[config.mk]
export PLATFORM = sky130hd
export DESIGN_NAME = float_subtractor
export DESIGN_NICKNAME = d
export VERILOG_FILES = /design/src/rtl/float_pkg.sv /design/src/rtl/float_round_rne.sv /design/src/rtl/float_subtractor.sv
export SDC_FILE = /design/constraint.sdc
export NUM_CORES = 1
export LEC_CHECK = 0
export BUFFER_PORTS_ARGS = -buffer_cell sky130_fd_sc_hd__buf_4
export CAP_MARGIN = 10
export CORE_MARGIN = 2
export CORE_UTILIZATION = 45
export DETAILED_ROUTE_END_ITERATION = 10
export RECOVER_POWER = 100
export SYNTH_ARGS = -nofsm -noshare
export SYNTH_HDL_FRONTEND = slang
export SYNTH_HIERARCHICAL = 1
export SYNTH_SLANG_ARGS = --single-unit
[constraint.sdc]
create_clock -name clk -period 4.85 [get_ports clk]
set_clock_uncertainty 0.1 [all_clocks]
set_input_delay 0.2425 -clock clk [delete_from_list [all_inputs] [get_ports clk]]
set_output_delay 0.2425 -clock clk [all_outputs]
set_load 0.01 [all_outputs]
[src/rtl/float_pkg.sv]
// Shared binary32 definitions for the floating-point add/subtract units:
// field widths, special encodings, status codes and the sequencer states.
package float_pkg;

    localparam int EXP_W  = 8;
    localparam int FRAC_W = 23;
    localparam int SIG_W  = 27;

    localparam logic [EXP_W-1:0] EXP_MAX = 8'd255;
    localparam logic [31:0]      QNAN    = 32'h7FC0_0000;
    localparam logic [31:0]      POS_INF = 32'h7F80_0000;

    typedef enum logic [1:0] {
        ST_OK  = 2'b00,
        ST_OVF = 2'b01,
        ST_UNF = 2'b10,
        ST_INV = 2'b11
    } status_t;

    typedef enum logic [2:0] {
        S_IDLE,
        S_UNPACK,
        S_ALIGN,
        S_OP,
        S_NORM,
        S_ROUND,
        S_FIN
    } state_t;

    // Status for an operand passed straight through (flags denormals).
    function automatic status_t pass_status(input logic [31:0] v);
        return (v[30:23] == '0 && v[22:0] != '0) ? ST_UNF : ST_OK;
    endfunction

endpackage

[src/rtl/float_round_rne.sv]
// Round-to-nearest-even of a {hidden, 23 fraction, G, R, S} significand.
// A mantissa carry renormalises by one place and bumps the exponent.
module float_round_rne
    import float_pkg::*;
(
    input  logic [SIG_W-1:0] sig,
    input  logic [9:0]       exp_in,
    output logic [23:0]      mant,
    output logic [9:0]       exp_out,
    output logic             carry
);

    logic        inc;
    logic [24:0] sum;

    always_comb begin
        inc     = sig[2] & (sig[1] | sig[0] | sig[3]);
        sum     = {1'b0, sig[26:3]} + {24'd0, inc};
        carry   = sum[24];
        mant    = carry ? sum[24:1] : sum[23:0];
        exp_out = exp_in + {9'd0, carry};
    end

endmodule

[src/rtl/float_subtractor.sv]
// Multi-cycle binary32 subtractor diff = x - y, run as an addition with the
// subtrahend sign flipped; one alignment/normalisation shift per cycle.
//
// state    | meaning
// IDLE     | waiting for st, operands latched on accept
// UNPACK   | classify specials/zeros, order operands by exponent
// ALIGN    | shift smaller significand right, down-count to terminal
// OP       | add or subtract aligned significands
// NORM     | carry right-shift or one left shift per cycle
// ROUND    | RNE and pack, overflow/underflow status
// FIN      | publish diff/overflow, pulse done
module float_subtractor
    import float_pkg::*;
(
    input  logic        clk,
    input  logic        rst,
    input  logic        st,
    input  logic [31:0] x,
    input  logic [31:0] y,
    output logic [31:0] diff,
    output logic [1:0]  overflow,
    output logic        done,
    output logic        busy
);

    state_t state, state_nx;

    logic [31:0]      xr, yr, res;
    status_t          res_st;
    logic             sa, sb, sign_r;
    logic [SIG_W-1:0] ma, mb;
    logic [27:0]      m;
    logic [9:0]       exp_r;
    logic [4:0]       cnt;

    logic [EXP_W-1:0]  ex, ey, eax, eay, ediff;
    logic [FRAC_W-1:0] fx, fy;
    logic              x_nan, y_nan, x_inf, y_inf, x_zero, y_zero, special, x_big;
    logic [SIG_W-1:0]  sig_x, sig_y;
    logic [27:0]       op_res;
    logic              op_sign, a_ge, need_norm;
    logic [23:0]       rmant;
    logic [9:0]        rexp;
    logic              rcarry;

    always_comb begin
        ex      = xr[30:23];
        ey      = yr[30:23];
        fx      = xr[22:0];
        fy      = yr[22:0];
        x_nan   = (ex == EXP_MAX) && (fx != '0);
        y_nan   = (ey == EXP_MAX) && (fy != '0);
        x_inf   = (ex == EXP_MAX) && (fx == '0);
        y_inf   = (ey == EXP_MAX) && (fy == '0);
        x_zero  = (ex == '0) && (fx == '0);
        y_zero  = (ey == '0) && (fy == '0);
        special = x_nan | y_nan | x_inf | y_inf | x_zero | y_zero;
        // Denormals: hidden bit 0, effective exponent 1.
        eax     = (ex == '0) ? 8'd1 : ex;
        eay     = (ey == '0) ? 8'd1 : ey;
        sig_x   = {ex != '0, fx, 3'b000};
        sig_y   = {ey != '0, fy, 3'b000};
        x_big   = eax >= eay;
        ediff   = x_big ? (eax - eay) : (eay - eax);

        a_ge    = ma >= mb;
        if (sa == sb) begin
            op_res  = {1'b0, ma} + {1'b0, mb};
            op_sign = sa;
        end else begin
            op_res  = a_ge ? ({1'b0, ma} - {1'b0, mb}) : ({1'b0, mb} - {1'b0, ma});
            op_sign = a_ge ? sa : sb;
        end
        need_norm = op_res[27] | (!op_res[26] && exp_r > 10'd1);
    end

    float_round_rne u_round (
        .sig     (m[26:0]),
        .exp_in  (exp_r),
        .mant    (rmant),
        .exp_out (rexp),
        .carry   (rcarry)
    );

    always_ff @(posedge clk) begin
        if (rst) state <= S_IDLE;
        else     state <= state_nx;
    end

    always_comb begin
        state_nx = state;
        case (state)
            S_IDLE:   if (st) state_nx = S_UNPACK;
            S_UNPACK: state_nx = special ? S_FIN : ((ediff == '0) ? S_OP : S_ALIGN);
            S_ALIGN:  if (cnt == 5'd1) state_nx = S_OP;
            S_OP:     state_nx = (op_res == '0) ? S_FIN : (need_norm ? S_NORM : S_ROUND);
            S_NORM:   if (m[27] || m[25] || exp_r <= 10'd2) state_nx = S_ROUND;
            S_ROUND:  state_nx = S_FIN;
            S_FIN:    state_nx = S_IDLE;
            default:  state_nx = S_IDLE;
        endcase
    end

    always_ff @(posedge clk) begin
        if (rst) begin
            diff     <= '0;
            overflow <= ST_OK;
            done     <= 1'b0;
            busy     <= 1'b0;
            xr       <= '0;
            yr       <= '0;
            res      <= '0;
            res_st   <= ST_OK;
            sa       <= 1'b0;
            sb       <= 1'b0;
            sign_r   <= 1'b0;
            ma       <= '0;
            mb       <= '0;
            m        <= '0;
            exp_r    <= '0;
            cnt      <= '0;
        end else begin
            done <= 1'b0;
            case (state)
                S_IDLE: begin
                    busy <= st;
                    if (st) begin
                        xr <= x;
                        yr <= {~y[31], y[30:0]};
                    end
                end
                S_UNPACK: begin
                    if (x_nan || y_nan || (x_inf && y_inf && xr[31] != yr[31])) begin
                        res <= QNAN;  res_st <= ST_INV;
                    end else if (x_inf) begin
                        res <= xr;    res_st <= ST_INV;
                    end else if (y_inf) begin
                        res <= yr;    res_st <= ST_INV;
                    end else if (x_zero) begin
                        res <= yr;    res_st <= pass_status(yr);
                    end else if (y_zero) begin
                        res <= xr;    res_st <= pass_status(xr);
                    end
                    // Operand a always carries the larger exponent.
                    if (x_big) begin
                        sa <= xr[31]; ma <= sig_x; sb <= yr[31]; mb <= sig_y;
                        exp_r <= {2'b00, eax};
                    end else begin
                        sa <= yr[31]; ma <= sig_y; sb <= xr[31]; mb <= sig_x;
                        exp_r <= {2'b00, eay};
                    end
                    cnt <= (ediff > 8'd27) ? 5'd27 : ediff[4:0];
                end
                S_ALIGN: begin
                    mb  <= {1'b0, mb[26:2], mb[1] | mb[0]};
                    cnt <= cnt - 5'd1;
                end
                S_OP: begin
                    m      <= op_res;
                    sign_r <= op_sign;
                    res    <= '0;
                    res_st <= ST_OK;
                end
                S_NORM: begin
                    if (m[27]) begin
                        m     <= {1'b0, m[27:2], m[1] | m[0]};
                        exp_r <= exp_r + 10'd1;
                    end else begin
                        m     <= {m[26:0], 1'b0};
                        exp_r <= exp_r - 10'd1;
                    end
                end
                S_ROUND: begin
                    if (rexp >= {2'b00, EXP_MAX}) begin
                        res    <= {sign_r, POS_INF[30:0]};
                        res_st <= ST_OVF;
                    end else if (!rmant[23] && !rcarry) begin
                        res    <= {sign_r, 8'd0, rmant[22:0]};
                        res_st <= (rmant[22:0] != '0) ? ST_UNF : ST_OK;
                    end else begin
                        res    <= {sign_r, rexp[7:0], rmant[22:0]};
                        res_st <= ST_OK;
                    end
                end
                S_FIN: begin
                    diff     <= res;
                    overflow <= res_st;
                    done     <= 1'b1;
                end
                default: ;
            endcase
        end
    end

endmodule

After elaboration in Yosys (flattened, before gate mapping)
Cells that the tools add are included.
{"block": "totals", "reg_bits": 237, "latch_bits": 0, "mem_bits_rw": 0, "mem_bits_ro": 0, "out_inout_bits": 36, "elab_cells": 145, "mem_count": 0}
{"block": "classes", "n_addsub": 10, "n_mul": 0, "n_div": 0, "order_cmp": 6, "n_eq_ne": 15, "shifts": 0, "mux": 48, "bitwise_logic": 11, "reduce_logical": 38}
{"operator": "$mux W32", "count": 5}
{"operator": "$pmux W32 S3", "count": 1}
{"operator": "$mux W28", "count": 3}
{"operator": "$reduce_bool A23 Y1", "count": 3}
{"operator": "$mux W31", "count": 2}
{"operator": "$pmux W28 S2", "count": 1}
{"operator": "$sub A27 B27 Y28", "count": 2}
{"operator": "$mux W27", "count": 2}
{"operator": "$pmux W27 S2", "count": 1}
{"operator": "$logic_not A23 Y1", "count": 2}
{"operator": "$mux W8", "count": 4}
{"operator": "$add A27 B27 Y28", "count": 1}
{"operator": "$logic_not A28 Y1", "count": 1}
{"operator": "$ge A27 B27 Y1", "count": 1}
{"operator": "$add A24 B1 Y25", "count": 1}
{"operator": "$logic_not A8 Y1", "count": 3}
{"operator": "$mux W24", "count": 1}
{"operator": "$mux W2", "count": 11}
{"operator": "$pmux W10 S2", "count": 1}
{"operator": "$pmux W3 S6", "count": 1}
{"operator": "$eq A8 B8 Y1 const B", "count": 2}
{"operator": "$reduce_bool A8 Y1", "count": 2}
{"operator": "$sub A8 B8 Y8", "count": 2}
{"operator": "$logic_and A1 B1 Y1", "count": 12}
{"operator": "33 further kinds", "count": 63}

Longest topological paths before layout
Gate-level depths: netlist (run 1).
{"block": "logic_depth", "word_depth": 10, "ltp_mapped": 21, "depth_no_buf": 19}

Hierarchy
Netlist (run 1), hierarchy kept.
{"mod": "float_subtractor", "instances": 1, "cells_each": 2179, "area_each_um2": 15768.9}
{"mod": "float_round_rne", "instances": 1, "cells_each": 118, "area_each_um2": 749.5}

Worst setup path before layout (run 1)
Ideal clock, no wire load.
{"block": "synth_path", "path_type": "register -> register", "from": "register yr[23]", "to": "register cnt[3]", "setup_time_ps": 128, "arrival_ps": 3982, "required_ps": 4622, "setup_slack_ps": 640, "path_stages_with_launch": 20, "synth_period_minus_slack_ps": 4210, "path_cell_list": "dfxtp_1 -> or4_1 -> nor2_1 -> nor2_1 -> inv_1 -> ha_1 -> inv_1 -> fa_1 -> a21o_1 -> a2111oi_2 -> o31a_1 -> buf_2 -> mux2i_1 -> o2bb2ai_1 -> xnor2_1 -> and4_1 -> o211a_1 -> nand2b_1 -> a221oi_1 -> nor2_1"}
{"block": "synth_between", "elab_chain_cells": 7, "elab_cells_between_ends": 9}
{"element": "start, declared", "line_no": "float_subtractor.sv:28", "rtl": "logic [31:0] xr, yr, res;"}
{"element": "start signal, assigned", "line_no": "float_subtractor.sv:129", "rtl": "yr <= {~y[31], y[30:0]};"}
{"element": "$logic_not A8 Y1", "line_no": "float_subtractor.sv:60", "rtl": "eay = (ey == '0) ? 8'd1 : ey;"}
{"element": "$mux W8 (*)", "line_no": "float_subtractor.sv:60"}
{"element": "$sub A8 B8 Y8 or $ge A8 B8 Y1 (tied branches)", "line_no": "float_subtractor.sv:64, float_subtractor.sv:63"}
{"element": "$mux W8 (*)", "line_no": "float_subtractor.sv:64", "rtl": "ediff = x_big ? (eax - eay) : (eay - eax);"}
{"element": "$gt A8 B5 Y1", "line_no": "float_subtractor.sv:152", "rtl": "cnt <= (ediff > 8'd27) ? 5'd27 : ediff[4:0];"}
{"element": "$mux W5 (*)", "line_no": "float_subtractor.sv:152"}
{"element": "$pmux W5 S2 (*)", "line_no": "float_subtractor.sv:124", "rtl": "case (state)"}
{"element": "end signal, assigned", "line_no": "float_subtractor.sv:152"}
{"element": "end signal, assigned", "line_no": "float_subtractor.sv:156", "rtl": "cnt <= cnt - 5'd1;"}
{"element": "end, declared", "line_no": "float_subtractor.sv:34", "rtl": "logic [4:0] cnt;"}
Every way passes the cells marked *; elsewhere a longest branch is shown, timed or not.
A chain may end at the register's enable or synchronous reset.

Worst setup path in the final report (run 1)
{"block": "layout_path", "from": "register ma[15]", "to": "register state[0]"}
{"block": "layout_between", "elab_chain_cells": 9, "elab_cells_between_ends": 13}
{"element": "start, declared", "line_no": "float_subtractor.sv:31", "rtl": "logic [SIG_W-1:0] ma, mb;"}
{"element": "start signal, assigned", "line_no": "float_subtractor.sv:146", "rtl": "sa <= xr[31]; ma <= sig_x; sb <= yr[31]; mb <= sig_y;"}
{"element": "start signal, assigned", "line_no": "float_subtractor.sv:149", "rtl": "sa <= yr[31]; ma <= sig_y; sb <= xr[31]; mb <= sig_x;"}
{"element": "$sub A27 B27 Y28 or $ge A27 B27 Y1 (tied branches)", "line_no": "float_subtractor.sv:71, float_subtractor.sv:66"}
{"element": "$mux W28", "line_no": "float_subtractor.sv:71", "rtl": "op_res = a_ge ? ({1'b0, ma} - {1'b0, mb}) : ({1'b0, mb} - {1'b0, ma});"}
{"element": "$mux W28 (*)", "line_no": "float_subtractor.sv:67", "rtl": "if (sa == sb) begin"}
{"element": "$logic_not A1 Y1", "line_no": "float_subtractor.sv:74", "rtl": "need_norm = op_res[27] | (!op_res[26] && exp_r > 10'd1);"}
{"element": "$logic_and A1 B1 Y1", "line_no": "float_subtractor.sv:74"}
{"element": "$or A1 B1 Y1", "line_no": "float_subtractor.sv:74"}
{"element": "$mux W1", "line_no": "float_subtractor.sv:96", "rtl": "S_OP: state_nx = (op_res == '0) ? S_FIN : (need_norm ? S_NORM : S_ROUND);"}
{"element": "$mux W2 (*)", "line_no": "float_subtractor.sv:96"}
{"element": "$pmux W3 S6 (*)", "line_no": "float_subtractor.sv:92", "rtl": "case (state)"}
{"element": "end signal, assigned", "line_no": "float_subtractor.sv:87", "rtl": "else state <= state_nx;"}
{"element": "end, declared", "line_no": "float_subtractor.sv:26", "rtl": "state_t state, state_nx;"}
Marked as above.

==> results of run 1 <==
[through the flow]
stage          power, mW  hold slack (ns)  utilization (%)
2_1_floorplan      9.447           0.2382                -
3_3_place_gp       12.36           0.3400            48.83
3_5_place_dp       12.42           0.3448            48.83
4_1_cts            14.95          0.04730            53.66
5_1_grt            15.95           0.2289            53.04
6_report           14.98           0.2194            53.04
[cells in the final DEF, fill, tap and decap left out, types with 57 or more instances in the layout]
| cell type | count |
|---|---|
| dlygate4sd3_1 | 66 |
| nor2_1 | 260 |
| mux2i_1 | 57 |
| buf_4 | 113 |
| a21oi_1 | 258 |
| inv_1 | 104 |
| nand2_1 | 417 |
| dfxtp_1 | 234 |
| o21ai_0 | 91 |
| ha_1 | 98 |
[cell type report]
| cell class | instances | area share (%) |
|---|---|---|
| clock buffers | 34 | 4.069 |
| clock inverters | 20 | 1.609 |
| inverters | 105 | 2.044 |
| multi-input cells | 1794 | 56.00 |
| flip-flops and latches | 234 | 24.30 |
| well taps | 468 | 3.037 |
| repair buffers | 229 | 8.943 |
[power groups by stage]
stage                     Sequential, mW  Clock [mW]  Combinational (mW)
after floorplan                     2.72           0                6.73
after global placement              2.94           0                9.42
after detailed placement            2.95           0                9.47
after CTS                           2.91        2.49                9.55
after global routing                3.00        2.56                10.4
final                               2.93        2.45                9.60
[metal layers]
metal / GRT usage, % / vias up / wire length [µm]
met2: 50.56 / 616 / 27240
met5: 0 / - / 0
met3: 3.610 / 117 / 3604
li1: - / 8324 / -
met4: 10.94 / 0 / 2177
met1: 42.13 / 8282 / 26820
[logic make-up (layout without fill, tap and decap cells)]
family          Yosys count  in the layout  share of synthesized area, %
buf+inv                 269            388                         6.416
flops                   234            234                         28.36
fa+ha+maj               102            102                         7.908
simple gates            928            928                         24.94
compound gates          649            649                         25.75
xor+xnor                 53             53                         2.810
mux                      62             62                         3.818
[worst paths after layout]
path	start	end	slack, ns
worst max register to register	ma[15]$_SDFFE_PP0P_	state[0]$_SDFFE_PP0P_	0.35
worst max-delay path	ma[15]$_SDFFE_PP0P_	state[0]$_SDFFE_PP0P_	0.35
worst min register to register	res[8]$_SDFFE_PP0P_	diff[8]$_SDFFE_PP0P_	0.35
worst min-delay path	st	xr[0]$_SDFFE_PP0P_	0.22
[timing repair]
action	4_1_cts	5_1_grt
resized for setup	0	2
hold buffers	66	0
endpoints found under the hold margin	92	0
endpoints found under the setup margin	0	2
[worst max-delay path: stages (launching register included)]
cell and delay [ns]:
dfxtp_1 0.42, inv_1 0.07, ha_1 0.49, inv_1 0.21
nor2_2 0.25, a41oi_1 0.19, o211ai_1 0.65, clkbuf_1 0.31
nor3_1 0.11, o31ai_1 0.29, xnor2_1 0.21, a2111oi_0 0.39
nand4_1 0.29, and3b_1 0.31, o21ai_1 0.07
[cell usage after synthesis (5+ instances only)]
cell type	instances	share of area (%)
nor2_1	261	5.9
and3_1	13	0.49
o31ai_1	11	0.50
a22oi_1	5	0.23
nand4_1	28	1.1
or3_1	14	0.53
or4_1	6	0.27
nand2b_1	6	0.23
and2_1	7	0.27
clkbuf_1	125	2.8
o22ai_1	13	0.49
o211a_1	5	0.30
a21boi_0	5	0.23
o221ai_1	5	0.27
o21ai_0	91	2.8
or2_2	6	0.23
xnor2_1	35	1.9
a211oi_1	17	0.77
a31oi_1	17	0.64
ha_1	98	7.4
buf_1	13	0.30
nand3_1	42	1.3
nand2_1	416	9.5
and4_1	6	0.32
buf_4	7	0.32
a21o_1	19	0.86
nor2b_1	17	0.64
dfxtp_1	234	28
xor2_1	18	0.95
nor4_1	30	1.1
nand3b_1	5	0.23
mux2i_1	57	3.5
a2111oi_0	8	0.42
a21oi_1	257	7.8
nor3_1	44	1.3
o21a_1	8	0.36
buf_2	18	0.55
o211ai_1	37	1.7
a311oi_1	27	1.4
a221oi_1	53	2.8
o21bai_1	13	0.59
inv_1	104	2.4
[sequential cells by signal (all words and copies together) (netlist names)]
signal	count
cnt	5
xr	32
res	32
exp_r	10
m	28
yr	32
res_st	2
busy	1
sa	1
state	3
mb	27
diff	32
ma	24
overflow	2
sb	1
done	1
sign_r	1
==> impl_metrics.yaml, run 1 <==
cts:
  cts_made_buffers: 29
  cts.sinks: 234
  htreeDepth: 1
  clock-root-buffer: "clkbuf_16"
  cts_tree: "done"
  worstSkewPairLatency_ns: 0.58
  cts_buffer_depth: 3
  clk_pin_slew_ns: 0.06
  cts_setup_buffers: 0
synthesis:
  synth_cells: 2297
  syn_area_per_cell_um2: 7.191
  synth_area_um2: 16520
  syn_nets: 2466
  synth-main-ff-cell: "dfxtp_1"
  yosysUniqueCellTypes: 99
  synth_seq_area_share_pct: 28.36
  ys_ff_latch: 234
  synth_edf_count: 0
  synthArstFlopShare_pct: 0
  ys_warn_count: 6
drt:
  routed_wl_mm: 59.85
  antenna_left: 0
  first_iter_violations: 1569
  drcViolationCount: 0
  wl_per_cell_um: 20.75
  num_vias: 17339
  drt_pass1_iterations: 7
  vias_per_cell: 6.012
grt:
  overflow: 0
  grt_pass1_vias: 16525
  grt_use_total_pct: 30.92
  antenna_found_initial: 0
  grt_max_degree: 204
  grt_pass1_wl_mm: 93.78
sta:
  worstMarginPinSlew_ns: 2.566
  setup_viol: 0
  hold_viol: 0
  slew_violations: 137
  max_slew_margin_pct: -71.06
  timing.fmax_mhz: 222.2
  setup_ws_ns: 0.3494
  fin_crit_ns: 4.501
  rsz0062_at_grt: "false"
  period_share_pct: 92.80
  tns_ns: 0
pwr:
  cellPowerDensity_nw_per_um2: 777.0
  combPwrFrac_pct: 64.1
  p_sw_mw: 7.764
  p_sw_share_pct: 51.83
  peakVddDrop_uv: 518.3
  clock_power_share_pct: 16.3
  p_seq_share_pct: 19.6
  p_leak_nw: 7.426
  power.internal_mw: 7.217
placed_design:
  place_inst: 2764
  gp_congestion: 0.9956
  io_buffers: 102
  place_ws_ns: 0.4021
  detailed_place_hpwl_mm: 44.58
  post_dp_cell_area_um2: 17750
final_layout:
  fillerInstances: 3600
  ff_latch_area_um2: 4684
  final_nets: 2562
  fin_area_um2: 19280
  layoutNonFillerInstCount: 2884
  multi_input_area_um2: 10800
  area_growth_pct: 16.72
  layout-drive-gt1-share_pct: 9.230
  num_antenna_cells: 0
floorplanning:
  die_h_um: 195.6
  initial_core_util_pct: 45.45
  core_um2: 36350
  die_w_um: 195.6
  die_area_um2: 38260
  rows: 70
  io_pins: 103
critical_path:
  startpoint_type: "flop"
  critPathMaxFanout: 10
  crit_arrival_ns: 4.85
  reg2reg_depth: 14
  endpoint_kind: "flop"
  worstSetupPathType: "reg -> reg"
  worstPathRequired_ns: 5.20
worst_hold_path:
  holdPathStages: 4
  min_path_type: "in -> reg"
outcome:
  violations: "max-capacitance violations, max-slew violations"
  status: "finished, violations left"
flow_run:
  maxCapViolations: 4
No activity file was read; power rests on OpenSTA's default activity.
==> inputs of run 2 (changes only) <==
--- a/config.mk
+++ b/config.mk
@@ -7,9 +7,12 @@
 export LEC_CHECK = 0
 export BUFFER_PORTS_ARGS = -buffer_cell sky130_fd_sc_hd__buf_4
 export CAP_MARGIN = 10
+export CELL_PAD_IN_SITES_DETAIL_PLACEMENT = 1
+export CELL_PAD_IN_SITES_GLOBAL_PLACEMENT = 2
 export CORE_MARGIN = 2
-export CORE_UTILIZATION = 45
+export CORE_UTILIZATION = 36
 export DETAILED_ROUTE_END_ITERATION = 10
+export PLACE_DENSITY_LB_ADDON = 0.1
 export RECOVER_POWER = 100
 export SYNTH_ARGS = -nofsm -noshare
 export SYNTH_HDL_FRONTEND = slang
==> run 2 against run 1 <==
Effect of this change: the run still ends with max-capacitance violations, max-slew violations left; highest routed layer unchanged; final cell count increased by 4.8%; clock power increased by 3%; sequential power grew 1%; critical path depth shrank 1; total power rose by 4.3%; largest power group unchanged; critical endpoint unchanged; final area increased by 1.4%; via count rose by 0.76%; utilization down 10 points; combinational power up 5%; fmax fell by 0.69%; non-clock buffer count grew 5.
==> impl_metrics.yaml, run 2 (synthesis gave the netlist of run 1 again) <==
outcome:
  status: "finished, violations left"
  violations: "max-capacitance violations, max-slew violations"
worst_hold_path:
  min_path_type: "in -> reg"
  min_from: "rst"
floorplanning:
  io_pins: 103
  rows: 78
  initial_core_util_pct: 36.40
  die_w_um: 218.2
  die_h_um: 218.2
  core_um2: 45380
  die_area_um2: 47610
drt:
  num_vias: 17471
  antenna_left: 0
  vias_per_cell: 5.781
  wl_per_cell_um: 22.89
  drcViolationCount: 0
  routed_wl_mm: 69.18
  drt_pass1_iterations: 5
  first_iter_violations: 1176
pwr:
  p_leak_nw: 7.469
  cellPowerDensity_nw_per_um2: 798.8
  combPwrFrac_pct: 64.8
  p_sw_mw: 8.287
  p_seq_share_pct: 19.0
  total_power_mw: 15.62
  peakVddDrop_uv: 374.3
  p_sw_share_pct: 53.06
  power.internal_mw: 7.331
  clock_power_share_pct: 16.2
cts:
  clk_pin_slew_ns: 0.06
  cts.sinks: 234
  htreeDepth: 1
  cts_buffer_depth: 3
  cts_tree: "done"
  cts_setup_buffers: 0
  clock-root-buffer: "clkbuf_16"
  worstSkewPairLatency_ns: 0.61
  cts_made_buffers: 30
final_layout:
  area_growth_pct: 18.36
  layout-drive-gt1-share_pct: 9.827
  mostFrequentLayoutCell: "nand2_1"
  most-common-layout-cells: "nand2_1 (415), nor2_1 (259), a21oi_1 (257)"
  ff_latch_area_um2: 4684
  num_antenna_cells: 0
  final_nets: 2568
  multi_input_area_um2: 10830
  fillerInstances: 5695
critical_path:
  rrSetupSlack_ns: 0.32
  crit_start: "ma[23]$_SDFFE_PP0P_"
  crit_chain: "inv_1 -> ha_1 -> nand2_1 -> o21ai_0 -> a211oi_1 -> o211ai_1 -> nor2_1 -> o32ai_1 -> a2111oi_4 -> o221ai_1 -> nor4_2 -> and3b_1 -> o21ai_1"
  worstPathRequired_ns: 5.25
  reg2reg_from: "ma[23]$_SDFFE_PP0P_"
  worstSetupPathType: "reg -> reg"
  startpoint_type: "flop"
  endpoint_kind: "flop"
  crit_arrival_ns: 4.93
  crit_slowest_cell: "nor2_1"
  slowest_delay_ns: 0.62
  critPathMaxFanout: 9
sta:
  max_slew_margin_pct: -91.38
  hold_viol: 0
  setup_viol: 0
  tns_ns: 0
  worstMarginPinSlew_ns: 2.871
  fin_crit_ns: 4.532
  period_share_pct: 93.44
  timing.fmax_mhz: 220.7
  slew_violations: 287
  rsz0062_at_grt: "false"
flow_run:
  maxCapViolations: 6
grt:
  grt_pass1_vias: 17586
  antenna_found_initial: 0
  grt_use_total_pct: 28.60
  grt_pass1_wl_mm: 106.0
  grt_max_degree: 111
  overflow: 0
placed_design:
  io_buffers: 102
  gp_congestion: 0.9529
  detailed_place_hpwl_mm: 52.10
run 2: changes by cell type in the layout (fill, tap and decap cells not counted), sizes merged:
cell,delta
buf,+12
bufinv,-1
clkinv,-4
inv,-1
clkinvlp,+1
clkbuf,+1
dlygate4sd3,-2
run 2: what timing repair did:
action	CTS	global route
setup endpoints to repair	0	5
endpoints found under the hold margin	64	0
hold buffers	64	0
resized for setup	0	4
run 2: power groups by stage:
stage                     sequential, mW  clock (mW)  combinational [mW]
final                               2.97        2.53                10.1
after global routing                3.03        2.66                10.9
after CTS                           2.96        2.57                10.0
after detailed placement            3.00           0                9.92
after global placement              2.97           0                9.86
after floorplan                     2.72           0                6.73
run 2: critical path: cells and delay by family (launching register included):
kind / cells / cell delay [ns]
buf+inv: 1 / 0.06
simple gates: 4 / 1.29
flops: 1 / 0.37
fa+ha+maj: 1 / 0.40
compound gates: 7 / 2.21
run 2: worst paths after layout:
check / endpoint / cells past startpoint
worst min-delay path: res[16]$_SDFFE_PP0P_ / 2
worst min register to register: diff[17]$_SDFFE_PP0P_ / 2
worst max register to register: state[0]$_SDFFE_PP0P_ / 13
worst max-delay path: state[0]$_SDFFE_PP0P_ / 13
run 2: area by class of cell:
cell class / instances / area share (%)
Clock buffer: 40 / 4.390
Clock inverter: 15 / 1.357
Inverter: 105 / 2.016
Multi-Input combinational cell: 1794 / 55.41
Sequential cell: 234 / 23.96
Tap cell: 600 / 3.840
Timing Repair Buffer: 234 / 9.023
run 2: layer usage:
layer  GRT usage (%)  vias to the layer above  part of all wire [%]
li1                -                     8308                     -
met1           38.57                     8647                    46
met2           46.92                      398                    46
met3           2.770                      118                   4.0
met4           11.27                        0                   4.3
met5               0                        -                     0
run 2: through the flow:
stage / hold slack, ns / cell area, µm² / cells / setup WS, ns / utilization (%)
after floorplan: 0.2382 / 16520 / 2297 / 0.6405 / -
after global placement: 0.3419 / 17960 / 2903 / 0.4305 / 39.57
after detailed placement: 0.3474 / 17960 / 2903 / 0.3199 / 39.57
after CTS: 0.07410 / 19720 / 3022 / 0.2453 / 43.46
after global routing: 0.09803 / 19550 / 3022 / 0.02789 / 43.08
final: 0.05839 / 19550 / 3022 / 0.3182 / 43.08
